$ cat config.mk
export PLATFORM = sky130hd
export DESIGN_NAME = nibble_serial_adder
export DESIGN_NICKNAME = d
export VERILOG_FILES = /design/src/rtl/nibble_serial_adder.sv
export SDC_FILE = /design/constraint.sdc
export NUM_CORES = 1
export LEC_CHECK = 0
export CAP_MARGIN = 30
export CELL_PAD_IN_SITES_DETAIL_PLACEMENT = 2
export CELL_PAD_IN_SITES_GLOBAL_PLACEMENT = 2
export CORE_AREA = 8 8 98 122
export DETAILED_ROUTE_END_ITERATION = 10
export DIE_AREA = 0 0 106 130
export GPL_TIMING_DRIVEN = 0
export HOLD_SLACK_MARGIN = 0.15
export PLACE_DENSITY = 0.83
export REMOVE_ABC_BUFFERS = 1
export SYNTH_ARGS = -nofsm -noshare
export SYNTH_HDL_FRONTEND = slang
export SYNTH_SLANG_ARGS = --single-unit
$ cat constraint.sdc
create_clock -name clk -period 2.2 [get_ports clk]
set_clock_uncertainty 0.15 [all_clocks]
set_input_delay 0.22 -clock clk [delete_from_list [all_inputs] [get_ports clk]]
set_output_delay 0.22 -clock clk [all_outputs]
set_load 0.01 [all_outputs]
$ cat src/rtl/nibble_serial_adder.sv
// nibble_serial_adder: WIDTH-bit adder that reuses one 4-bit ripple-carry slice, one nibble per clock.
// Ports: clk, reset (sync, active-high); start/a/b/cin request (sampled in IDLE only);
//        busy (add in flight), done (1-cycle pulse), sum/cout (registered, held until next completion).
module nibble_serial_adder #(
  parameter int WIDTH = 16
) (
  input  logic             clk,
  input  logic             reset,
  input  logic             start,
  input  logic [WIDTH-1:0] a,
  input  logic [WIDTH-1:0] b,
  input  logic             cin,
  output logic             busy,
  output logic             done,
  output logic [WIDTH-1:0] sum,
  output logic             cout
);

  localparam int NIB = WIDTH / 4;
  // Keep the counter at least one bit wide so WIDTH=4 still elaborates.
  localparam int CW = (NIB > 1) ? $clog2(NIB) : 1;
  localparam logic [CW-1:0] LAST = CW'(NIB - 1);

  typedef enum logic {IDLE, RUN} state_t;

  state_t           state, state_nxt;
  logic [WIDTH-1:0] a_sr, a_sr_nxt;
  logic [WIDTH-1:0] b_sr, b_sr_nxt;
  logic [WIDTH-1:0] psum, psum_nxt, psum_shift;
  logic [WIDTH-1:0] sum_nxt;
  logic             carry, carry_nxt;
  logic             cout_nxt, done_nxt;
  logic [CW-1:0]    cnt, cnt_nxt;
  logic [3:0]       slice_sum;
  logic             slice_cout;

  // 4-bit ripple-carry slice on the low nibble of the operand shift registers.
  always_comb begin : slice
    logic c;
    c         = carry;
    slice_sum = '0;
    for (int i = 0; i < 4; i++) begin
      slice_sum[i] = a_sr[i] ^ b_sr[i] ^ c;
      c            = (a_sr[i] & b_sr[i]) | (c & (a_sr[i] ^ b_sr[i]));
    end
    slice_cout = c;
  end

  // New sum nibble enters from the top; after NIB shifts nibble 0 sits at the bottom.
  assign psum_shift = (psum >> 4) | (WIDTH'(slice_sum) << (WIDTH - 4));

  assign busy = (state == RUN);

  always_comb begin
    state_nxt = state;
    a_sr_nxt  = a_sr;
    b_sr_nxt  = b_sr;
    psum_nxt  = psum;
    carry_nxt = carry;
    cnt_nxt   = cnt;
    sum_nxt   = sum;
    cout_nxt  = cout;
    done_nxt  = 1'b0;
    case (state)
      IDLE: begin
        if (start) begin
          a_sr_nxt  = a;
          b_sr_nxt  = b;
          carry_nxt = cin;
          cnt_nxt   = '0;
          state_nxt = RUN;
        end
      end
      RUN: begin
        // start is deliberately ignored here; in-flight operands live only in the shift registers.
        a_sr_nxt  = a_sr >> 4;
        b_sr_nxt  = b_sr >> 4;
        carry_nxt = slice_cout;
        psum_nxt  = psum_shift;
        cnt_nxt   = cnt + 1'b1;
        if (cnt == LAST) begin
          sum_nxt   = psum_shift;
          cout_nxt  = slice_cout;
          done_nxt  = 1'b1;
          state_nxt = IDLE;
        end
      end
      default: state_nxt = IDLE;
    endcase
  end

  always_ff @(posedge clk) begin
    if (reset) begin
      state <= IDLE;
      a_sr  <= '0;
      b_sr  <= '0;
      psum  <= '0;
      carry <= 1'b0;
      cnt   <= '0;
      sum   <= '0;
      cout  <= 1'b0;
      done  <= 1'b0;
    end else begin
      state <= state_nxt;
      a_sr  <= a_sr_nxt;
      b_sr  <= b_sr_nxt;
      psum  <= psum_nxt;
      carry <= carry_nxt;
      cnt   <= cnt_nxt;
      sum   <= sum_nxt;
      cout  <= cout_nxt;
      done  <= done_nxt;
    end
  end

endmodule

==> results of run 1 <==
==> tightest hold or removal path, delay by kind of cell <==
kind	cells	cell delay, ps
and+or+nand+nor	2	180
buffers and inverters	1	220
==> worst paths after layout <==
path              to     from  depth (start not counted)
max reg2reg  sum[15]  b_sr[0]                          8
min reg2reg   sum[2]  psum[6]                          2
max          sum[15]  b_sr[0]                          8
min             busy    start                          3
==> state kept, by name, indices dropped and copies added, names as in the netlist <==
register,flops
b_sr,16
cnt,2
a_sr,16
busy,1
psum,12
done,1
carry,1
cout,1
sum,16
==> metrics by stage <==
stage | power (mW) | setup slack (ps) | hold WS (ps) | instance area (sq um)
after floorplan | 1.48 | -666 | 139 | 2690
after global placement | 1.64 | -1860 | 319 | 3390
after detailed placement | 1.66 | -276 | 329 | 3470
after CTS | 3.05 | -203 | 189 | 3780
after global routing | 3.15 | -172 | 218 | 3800
final | 2.98 | -108 | 197 | 3800
==> cell usage after synthesis <==
cell type	n
a211oi_1	29
or3b_1	2
nand3_1	14
nor2_1	21
buf_2	7
nor2b_1	25
mux2i_1	43
buf_4	2
ha_1	1
a21bo_2	3
buf_1	1
buf_8	2
and2_1	1
nand2_1	1
clkbuf_1	8
buf_6	4
a21o_1	1
a21oi_1	20
or2_1	1
inv_1	8
dfxtp_1	66
nand2b_1	1
fa_1	4
nor3_1	1
a21bo_1	11
==> final cells by class <==
type / count / area, sq um / area share (%)
Sequential cell: 66 / 1330 / 35.0
Clock inverter: 2 / 10.0 / 0.263
Inverter: 8 / 30.0 / 0.790
Tap cell: 129 / 161 / 4.25
Clock buffer: 14 / 274 / 7.21
Multi-Input combinational cell: 179 / 1360 / 35.9
Timing Repair Buffer: 59 / 631 / 16.6
==> kinds of logic after synthesis <==
group                    after synthesis  share of synthesized area, %
flip-flops                            66                          46.4
AO/OA/AOI/OAI                         64                          16.3
AND/OR/NAND/NOR                       67                          12.3
adder cells (fa/ha/maj)                5                          3.25
buffers and inverters                 32                          6.63
multiplexers                          43                          15.1
==> per-layer routing <==
metal  vias up  share of wire (%)  track usage [%]
met5         -                  0                0
met4         0                1.3             4.48
met3         7                3.9             3.35
met1      1061                 44             12.7
li1       1059                  -                -
met2        44                 51             18.7
==> power breakdown <==
part,switching (mW),leakage (nW),internal [mW]
Sequential,0.0511,0.542,1.26
Clock,0.490,0.143,0.851
Combinational,0.150,0.782,0.172
Total,0.691,1.47,2.28
==> timing repair <==
action,4_1_cts,5_1_grt
pin swaps,3,3
setup endpoints to repair,5,4
hold buffers,1,0
gates cloned,0,0
endpoints found under the hold margin,2,0
gates resized for setup,10,6
==> flow_summary.yaml, run 1 <==
cells_and_area:
  fill_cells: 1058
  layout_common_cells: "62 x dfxtp_1, 51 x clkdlybuf4s50_1, 43 x mux2i_1"
  final_util_pct: 38.0
  final_nets: 364
  fin_cells: 457
  num_antenna_cells: 0
  layout_commonest_cell: "dfxtp_1"
  syn_to_final_growth_pct: 33.4
  drive_above_1_share_pct: 11.3
timing:
  relSlewSlack_pct: 42.3
  tns_ps: -192
  min_period_ps: 2310
  fin_crit_sh_pct: 105
  rsz0062_at_grt: "yes"
  max_slew.worst_pin.slew_ps: 865
  hold_violations: 0
  fin_ws_ps: -108
  max_freq_mhz: 433
  slew_violations: 0
  setup_viol: 2
logic_synthesis:
  postSynthCellCount: 277
  syn_area_per_cell_sq_um: 10.3
  ys_ff_latch: 66
  yosysWarnings: 0
  synth.distinct_cells: 25
  syn-cell-area_sq_um: 2850
  synthTopCellsByArea: "dfxtp_1 46%, mux2i_1 15%, a211oi_1 7.6%"
  synth_top_area_share_pct: 46.4
  netlist.top_cell.by_area: "dfxtp_1"
  ys_seq_area_share_pct: 46.4
outcome:
  failed_checks: "setup timing"
  status: "complete, but fails checks"
global_route:
  grt-ovfl-total: 0
  track_usage_pct: 11.0
  grt_pass1_wl_microns: 12000
  antenna_found_initial: 0
  grt_pass1_vias: 2425
  grt_start_max_net_pins: 44
clock_tree:
  clk_pin_slew_ps: 50
  root_buffer: "clkbuf_16"
  tritoncts: "built"
  insertion_delay_ps: 320
  cts.sinks: 66
  cts_setup_buffers: 0
  cts_made_buffers: 9
  clock_path_buffers: 2
  htreeDepth: 3
setup_path:
  crit_chain: "fa_2, inv_2, fa_2, inv_2, fa_2, inv_2, fa_2, a211oi_2"
  reg2reg_slack_ps: -110
  cp_data_required_time_ps: 2290
  cpPeakStageDelay_ps: 460
  cp-start-kind: "flop"
  crit_family: "adder cells"
  end_kind: "flop"
  crit_buf_inv: 3
  critPathMostFrequentCell: "fa_2"
  cp.arrival_ps: 2400
  worstSetupPathType: "reg -> reg"
  crit_fanout: 2
  slowest_stage: "fa_2"
floorplan:
  placement_rows: 41
  core-area_sq_um: 10000
  io_pins: 55
  initial_core_util_pct: 28.5
  die_h_microns: 130
  dieArea_sq_um: 13800
  die_x_microns: 106
power_and_ir_drop:
  cellPowerDensity_nw_per_um2: 783
  leakagePower_nw: 1.47
  vdd_ir_drop_max_v: 0.000331
place:
  io_buffers: 54
  place_congestion: 0.653
  post-dp-hpwl_microns: 5020
  dp.cells: 440
route:
  vias: 2171
  drtIter0Drc: 40
  viasPerCell: 4.75
  dr.pass1.iters: 4
  drc: 0
  wl_per_cell_microns: 15.6
  wirelength_microns: 7130
  ant_nets: 0
min_path:
  hold_class: "in -> reg"
run:
  maxCapViolations: 0
Power figures use the tool's default switching activity.
==> inputs of run 2 (changes only) <==
Settings changed: CELL_PAD_IN_SITES_DETAIL_PLACEMENT 2 to 0.
==> flow_summary.yaml, run 2 (synthesized netlist as in run 1, its figures left out) <==
clock_tree:
  cts.sinks: 66
  hold_buffers: 0
  clock_path_buffers: 2
  tritoncts: "built"
  clk_pin_slew_ps: 60
  root_buffer: "clkbuf_16"
  htreeDepth: 3
  insertion_delay_ps: 320
  cts_made_buffers: 9
power_and_ir_drop:
  switchingPower_mw: 0.700
  power_frac_comb_pct: 10.3
  vdd_ir_drop_max_v: 0.000438
  clkPwrFrac_pct: 48.1
  leakagePower_nw: 1.47
  internal_power_mw: 2.43
  seq_power_share_pct: 41.6
  cellPowerDensity_nw_per_um2: 816
  swShare_pct: 22.3
timing:
  max_slew.worst_pin.slew_ps: 819
  max_freq_mhz: 440
  fin_crit_sh_pct: 103
  fin_ws_ps: -70.6
  hold_violations: 0
  tns_ps: -128
  slew_violations: 0
  relSlewSlack_pct: 45.3
  rsz0062_at_grt: "yes"
  setup_viol: 2
  min_period_ps: 2270
cells_and_area:
  layout_commonest_cell: "dfxtp_1"
  drive_above_1_share_pct: 12.2
  syn_to_final_growth_pct: 34.8
  fin_cells: 458
  num_antenna_cells: 0
  layout_common_cells: "62 x dfxtp_1, 52 x clkdlybuf4s50_1, 43 x mux2i_1"
  seqCellArea_sq_um: 1330
  final_nets: 365
  fill_cells: 1021
  multi_input_area_sq_um: 1360
  final_util_pct: 38.4
  reg_top3: "a_sr (16), b_sr (16), sum (16)"
floorplan:
  die_x_microns: 106
  core-area_sq_um: 10000
  die_h_microns: 130
  io_pins: 55
  placement_rows: 41
  dieArea_sq_um: 13800
  initial_core_util_pct: 28.5
place:
  post-dp-hpwl_microns: 4180
  dp.cells: 440
  io_buffers: 54
  place_congestion: 0.653
global_route:
  track_usage_pct: 9.23
  grt_start_max_net_pins: 44
  grt_pass1_wl_microns: 10300
  grt_pass1_vias: 2059
  grt-ovfl-total: 0
  antenna_found_initial: 0
run:
  maxCapViolations: 0
outcome:
  status: "complete, but fails checks"
  failed_checks: "setup timing"
setup_path:
  cp-start-kind: "flop"
  end_kind: "flop"
  crit_fanout: 2
  worstSetupPathType: "reg -> reg"
  cp_data_required_time_ps: 2290
  cp.arrival_ps: 2360
route:
  viasPerCell: 4.53
  wl_per_cell_microns: 13.7
  wirelength_microns: 6260
  ant_nets: 0
  vias: 2075
  drc: 0
  dr.pass1.iters: 4
  drtIter0Drc: 110
min_path:
  hold_class: "in -> reg"
[run 2: power groups by stage]
| stage | sequential (mW) | clock [mW] | combinational (mW) |
|---|---|---|---|
| floorplan | 1.33 | 0 | 0.151 |
| finish | 1.30 | 1.51 | 0.323 |
| detailed placement | 1.33 | 0 | 0.310 |
| CTS | 1.31 | 1.55 | 0.322 |
| global placement | 1.35 | 0 | 0.287 |
| global route | 1.31 | 1.60 | 0.361 |
[run 2: repair_timing]
item / 4_1_cts / 5_1_grt
endpoints found under the setup margin: 4 / 4
gates resized for setup: 13 / 0
buffers inserted: 1 / 1
pin swaps: 5 / 3
[run 2: routing by layer]
layer	vias up	routed length (microns)	global-route usage, %
li1	1068	-	-
met4	0	110	4.98
met2	43	2940	14.2
met5	-	0	0
met3	7	314	3.01
met1	957	2900	11.2
[run 2: path summary, 6_finish.rpt]
path | start | cells past startpoint | slack (ps) | to
setup / recovery | carry | 8 | -70 | psum[15]
hold / removal | reset | 2 | 160 | psum[6]
setup reg to reg | carry | 8 | -70 | psum[15]
hold reg to reg | psum[5] | 2 | 330 | sum[1]
[run 2: cell type report]
cell class	count	share of cell area, %
tap	129	4.20
clock buffer	13	7.30
clock inverter	3	1.17
multi-input combinational	179	35.4
sequential	66	34.6
timing repair buffer	60	16.6
inverter	8	0.782
[run 2: worst max-delay path, cell delays in order (launching register included)]
cell and delay (ps):
dfxtp_2 330, fa_2 380, inv_2 60, fa_2 190
inv_2 40, fa_2 340, inv_2 70, fa_2 450
a211oi_2 190
[run 2: per-stage QoR]
stage | worst slack [ps] | area [sq um] | hold WS [ps] | power, mW
finish | -70.6 | 3840 | 156 | 3.13
global route | -133 | 3840 | 171 | 3.27
CTS | -160 | 3830 | 153 | 3.18
detailed placement | -283 | 3470 | 321 | 1.64
global placement | -1860 | 3390 | 319 | 1.64
floorplan | -666 | 2690 | 139 | 1.48
==> inputs of run 3 (changes only) <==
==> constraint.sdc (replaced) <==
create_clock -name clk -period 2.2 [get_ports clk]
set_clock_uncertainty 0.15 [all_clocks]
set_input_delay 0.44 -clock clk [delete_from_list [all_inputs] [get_ports clk]]
set_output_delay 0.44 -clock clk [all_outputs]
set_load 0.01 [all_outputs]
==> flow_summary.yaml, run 3 (synthesized netlist as in run 1, its figures left out) <==
outcome:
  status: "complete, but fails checks"
  failed_checks: "setup timing"
clock_tree:
  clock_path_buffers: 2
  htreeDepth: 3
  hold_buffers: 0
  clk_pin_slew_ps: 50
  insertion_delay_ps: 320
  cts_made_buffers: 9
  tritoncts: "built"
  cts.sinks: 66
  root_buffer: "clkbuf_16"
run:
  maxCapViolations: 0
floorplan:
  io_pins: 55
  die_h_microns: 130
  placement_rows: 41
  dieArea_sq_um: 13800
  die_x_microns: 106
  core-area_sq_um: 10000
  initial_core_util_pct: 28.5
setup_path:
  critPathMostFrequentCell: "fa_2"
  cp-start-kind: "flop"
  slowest_stage: "fa_2"
  cp-startpoint: "carry"
  worstSetupPathType: "reg -> reg"
  cp.arrival_ps: 2360
  crit_chain: "fa_2, inv_2, fa_2, inv_2, fa_2, inv_2, fa_2, a211oi_2"
  cp_data_required_time_ps: 2290
  crit_fanout: 2
  cpPeakStageDelay_ps: 450
  r2r_start: "carry"
  end_kind: "flop"
route:
  drc: 0
  viasPerCell: 4.52
  ant_nets: 0
  drtIter0Drc: 110
  dr.pass1.iters: 4
  wirelength_microns: 6150
  vias: 2065
  wl_per_cell_microns: 13.5
cells_and_area:
  reg_top3: "a_sr (16), b_sr (16), sum (16)"
  layout_commonest_cell: "dfxtp_1"
  final_util_pct: 38.3
  syn_to_final_growth_pct: 34.4
  fin_cells: 457
  finalInstanceArea_sq_um: 3830
  num_antenna_cells: 0
  final_nets: 364
  fill_cells: 1020
  layout_common_cells: "62 x dfxtp_1, 51 x clkdlybuf4s50_1, 43 x mux2i_1"
  drive_above_1_share_pct: 11.9
global_route:
  grt_pass1_vias: 2059
  grt_start_max_net_pins: 44
  track_usage_pct: 9.23
  antenna_found_initial: 0
  grt_pass1_wl_microns: 10300
  grt-ovfl-total: 0
power_and_ir_drop:
  swShare_pct: 22.3
  switchingPower_mw: 0.696
  vdd_ir_drop_max_v: 0.000435
  leakagePower_nw: 1.47
  cellPowerDensity_nw_per_um2: 817
  seq_power_share_pct: 41.9
  power_frac_comb_pct: 10.0
  internal_power_mw: 2.43
  clkPwrFrac_pct: 48.1
place:
  dp.cells: 440
  io_buffers: 54
  dpl_cell_area_sq_um: 3470
  post-dp-hpwl_microns: 4180
  place_congestion: 0.653
timing:
  max_slew.worst_pin.slew_ps: 836
  min_period_ps: 2270
  timing.hold.ws_ps: 326
  slew_violations: 0
  relSlewSlack_pct: 44.2
  fin_ws_ps: -74.0
  rsz0062_at_grt: "yes"
  fin_crit_sh_pct: 103
  setup_viol: 2
  tns_ps: -126
  max_freq_mhz: 440
  hold_violations: 0
min_path:
  hold_path_startpoint: "psum[5]"
  hold_class: "reg -> reg"
-- run 3: changes by cell type in the layout (fill, tap and decap cells not counted) --
cell	before	now
buf_6	1	0
clkdlybuf4s50_1	52	51
dlygate4sd2_1	0	1
-- run 3: worst paths after layout --
check,end,slack [ps],depth (start not counted)
min,sum[1],330,2
min reg2reg,sum[1],330,2
max,psum[15],-70,8
max reg2reg,psum[15],-70,8
-- run 3: critical path, delay by kind of cell (launching register included) --
| kind | cells | cell delay (ps) |
|---|---|---|
| adders and majority gates | 4 | 1360 |
| DFF | 1 | 330 |
| buffers and inverters | 3 | 180 |
| AOI/OAI and AO/OA | 1 | 190 |
-- run 3: layout make-up --
type	instances	area, sq um	share of cell area [%]
multi-input cells	179	1360	35.5
flip-flops and latches	66	1330	34.7
repair buffers	59	624	16.3
clock buffers	13	280	7.32
well taps	129	161	4.22
clock inverters	3	45.0	1.18
inverters	8	30.0	0.784
-- run 3: timing repair --
| action | CTS | global route |
|---|---|---|
| setup buffers | 1 | 0 |
| setup endpoints to repair | 4 | 3 |
| resized for setup | 14 | 0 |
| pin swaps | 5 | 3 |
| cloned | 0 | 0 |
-- run 3: power groups by stage --
stage | registers, mW | logic, mW | clock network (mW)
floorplan | 1.33 | 0.151 | 0
global placement | 1.35 | 0.287 | 0
detailed placement | 1.33 | 0.310 | 0
CTS | 1.31 | 0.322 | 1.55
global route | 1.32 | 0.349 | 1.60
finish | 1.31 | 0.313 | 1.51
-- run 3: layer usage --
layer / vias up / global-route usage, % / wire, microns
met3: 7 / 3.01 / 325
met5: - / 0 / 0
met4: 0 / 4.98 / 106
li1: 1066 / - / -
met1: 948 / 11.2 / 2880
met2: 44 / 14.2 / 2830
-- run 3: metrics by stage --
stage | setup WS [ps] | power, mW
6_report | -74.0 | 3.13
5_1_grt | -133 | 3.27
4_1_cts | -160 | 3.18
3_5_place_dp | -283 | 1.64
3_3_place_gp | -1860 | 1.64
2_1_floorplan | -666 | 1.48
==> RTL edit 1: new RTL, flow settings as in run 3 <==
Set the parameter `WIDTH` to 32 (it was 16).
--- a/src/rtl/nibble_serial_adder.sv
+++ b/src/rtl/nibble_serial_adder.sv
@@ -2,7 +2,7 @@
 // Ports: clk, reset (sync, active-high); start/a/b/cin request (sampled in IDLE only);
 //        busy (add in flight), done (1-cycle pulse), sum/cout (registered, held until next completion).
 module nibble_serial_adder #(
-  parameter int WIDTH = 16
+  parameter int WIDTH = 32
 ) (
   input  logic             clk,
   input  logic             reset,
Ports: changed (resized a, b and sum); port bits go from 55 to 103. The function was not compared with the original's and may differ.
==> RTL edit 1 against run 3 <==
The flow now stops in global placement. Synthesized area rose by 97%.
==> RTL edit 1: results (changes against run 3) <==
status stopped before the end; Error [ERROR GPL-0301] Utilization 105.808 % exceeds 100%.; sequential area share after synthesis 46.7% (+0.30 points); fraction of registers with async set/reset 0% (unchanged); largest cells by area after synthesis dfxtp_1 (47%), mux2i_1 (16%), a211oi_1 (7.9%); Syn Std Cell Area 0.00562 mm^2 (+97%); number of distinct library cells after synthesis 23 (-8.0%); synthesis-stage register bit count 131 (+98%); ys flop type dfxtp_1; most frequent cells after synthesis dfxtp_1 (131), mux2i_1 (91), a211oi_1 (59); Mean Syn Cell Area 10.2 um^2 (-1.2%); IO buf count 102 (+89%); Exit stage global placement; yosys warns 0 (unchanged)
==> RTL edit 1: kinds of logic after synthesis <==
kind of cell               synth area share [%]
and+or+nand+nor                            12.3
DFF                                        46.7
AOI/OAI and AO/OA                          17.1
muxes                                      16.2
buffers and inverters                      5.77
adders and majority gates                  1.87
==> RTL edit 2: new RTL, settings of run 3 <==
Made on the original files. `a_sr`, `b_sr`, `psum` and `sum` no longer have a reset.
--- a/src/rtl/nibble_serial_adder.sv
+++ b/src/rtl/nibble_serial_adder.sv
@@ -92,26 +92,25 @@
   always_ff @(posedge clk) begin
     if (reset) begin
       state <= IDLE;
-      a_sr  <= '0;
-      b_sr  <= '0;
-      psum  <= '0;
       carry <= 1'b0;
       cnt   <= '0;
-      sum   <= '0;
       cout  <= 1'b0;
       done  <= 1'b0;
     end else begin
       state <= state_nxt;
-      a_sr  <= a_sr_nxt;
-      b_sr  <= b_sr_nxt;
-      psum  <= psum_nxt;
       carry <= carry_nxt;
       cnt   <= cnt_nxt;
-      sum   <= sum_nxt;
       cout  <= cout_nxt;
       done  <= done_nxt;
     end
   end
 
+  always_ff @(posedge clk) begin
+    a_sr <= a_sr_nxt;
+    b_sr <= b_sr_nxt;
+    psum <= psum_nxt;
+    sum  <= sum_nxt;
+  end
+
 endmodule
 
Check against the original RTL: differs if reset is asserted again (counterexample within 10 cycles, from zero or initial values and one cycle with reset high); with reset held inactive, the same outputs for 10 cycles.
==> RTL edit 2 against run 3 <==
Routed wire length shrank 34%. Design area shrank 6.6%. Critical endpoint is now psum[15]. Sequential cell count is the same. Cell count shrank 28%. Largest cell class is now flip-flops and latches. Count of clock-buffer cells in the layout shrank 4. Power grew 8.0%. Synthesized area shrank 13%. Setup slack gained 0.091 ns. Fmax grew 4.2%.
==> RTL edit 2: results (changes against run 3) <==
Vias/cell 3.82 (-15%); mux cell area share after synthesis 11.3% (-3.8 points); CP max stage cell fa_1; Synth Area in XOR/XNOR 0% (unchanged); worst hold start psum[7]; vias in the first global route 1,379 (-33%); Max-slew headroom 46.9% (+2.7 points); sequential area share after synthesis 77.1% (+31 points); post-synthesis cell count 132 (-52%); switching share of power 18.5% (-3.7 points); Post-Route WL 4.04 mm (-34%); final net count 236 (-35%); Synth Area in Adders 3.71% (+0.46 points); final non-filler cell total 329 (-28%); CP Data Arrival Time 2.22 ns (-0.14 ns); layout cells sized above 1 26.5% (+15 points); placed insts 313 (-29%); n_diodes 0 (unchanged); Detailed Route Iter0 Violations 18 (-84%); status complete, no violations; setup bufs post-CTS 0 (-1); largest net degree at the start of global routing 32 (-27%); first-pass GRT wire length 6.87 mm (-33%); most frequent cells after synthesis edfxtp_1 (60), mux2_2 (25), inv_1 (10); largest cells by area after synthesis edfxtp_1 (72%), mux2_2 (11%), dfxtp_1 (4.8%); number of distinct library cells after synthesis 20 (-20%); Post-synth EDFFs 60 (+60); Crit path largest cell delay 0.42 ns (-0.03 ns); leakage power 0.00126 uW (-14%); DP Wirelength 2.88 mm (-31%); critical path startpoint b_sr[0]; Compound-Gate Fraction of Synth Area 1.41% (-15 points); gpl congestion 0.625 (-4.3%); worst vdd ir 0.477 mV (+9.6%); GRT Util Overall 6.44% (-2.8 points)
RTL edit 2: cell types whose count changed after synthesis, sizes merged, moves of 16 or more:
cell,delta
a21oi,-16
edfxtp,+60
dfxtp,-60
nor2b,-16
mux2i,-43
a211oi,-28
nor2,-20
mux2,+25
RTL edit 2: cell families (layout without fill, tap and decap cells):
group,Yosys count,after routing
flip-flops,66,66
AO/OA/AOI/OAI,6,6
adder cells (fa/ha/maj),5,5
multiplexers,25,25
AND/OR/NAND/NOR,16,16
buffers and inverters,14,82
RTL edit 2: per-stage QoR:
stage                     utilization, %  setup WS, ns  area (um^2)
after floorplan                        -        -0.571         2470
after global placement              31.7         -1.34         3170
after detailed placement            32.2        -0.112         3220
after CTS                           35.7       -0.0582         3570
after global routing                35.8       -0.0756         3580
final                               35.8        0.0174         3580
RTL edit 2: routing by layer:
layer | part of all wire [%] | track usage [%] | vias up
li1 | - | - | 612
met1 | 40 | 6.40 | 582
met2 | 45 | 9.55 | 57
met3 | 14 | 4.93 | 7
met4 | 1.4 | 3.49 | 0
met5 | 0 | 0 | -
RTL edit 2: area by class of cell:
type                            instances  area, um^2
Fill cell                             977        6430
Sequential cell                        66        1930
Timing Repair Buffer                   56         588
Multi-Input combinational cell         52         522
Clock buffer                            9         225
Tap cell                              129         161
Clock inverter                          7         116
Inverter                               10        37.5
RTL edit 2: worst max-delay path: cells and delay by family (launching register included):
family                   cells  cell delay (ns)
flip-flops                   1             0.40
buffers and inverters        4             0.23
adder cells (fa/ha/maj)      4             1.27
RTL edit 2: power by group through the flow:
stage	combinational (uW)	clock, uW	sequential (uW)
4_1_cts	234	1630	1540
3_5_place_dp	229	0	1570
2_1_floorplan	113	0	1560
5_1_grt	264	1700	1550
3_3_place_gp	202	0	1570
6_report	235	1600	1540
RTL edit 2: path summary, 6_finish.rpt:
path	end	slack [ns]	depth (start not counted)
max	psum[15]	0.02	8
min	sum[3]	0.27	0
max reg2reg	psum[15]	0.02	8
min reg2reg	sum[3]	0.27	0
RTL edit 2: repair_timing:
item	in CTS	in global routing
resized for setup	5	5
endpoints found under the setup margin	7	4
pin swaps	2	2
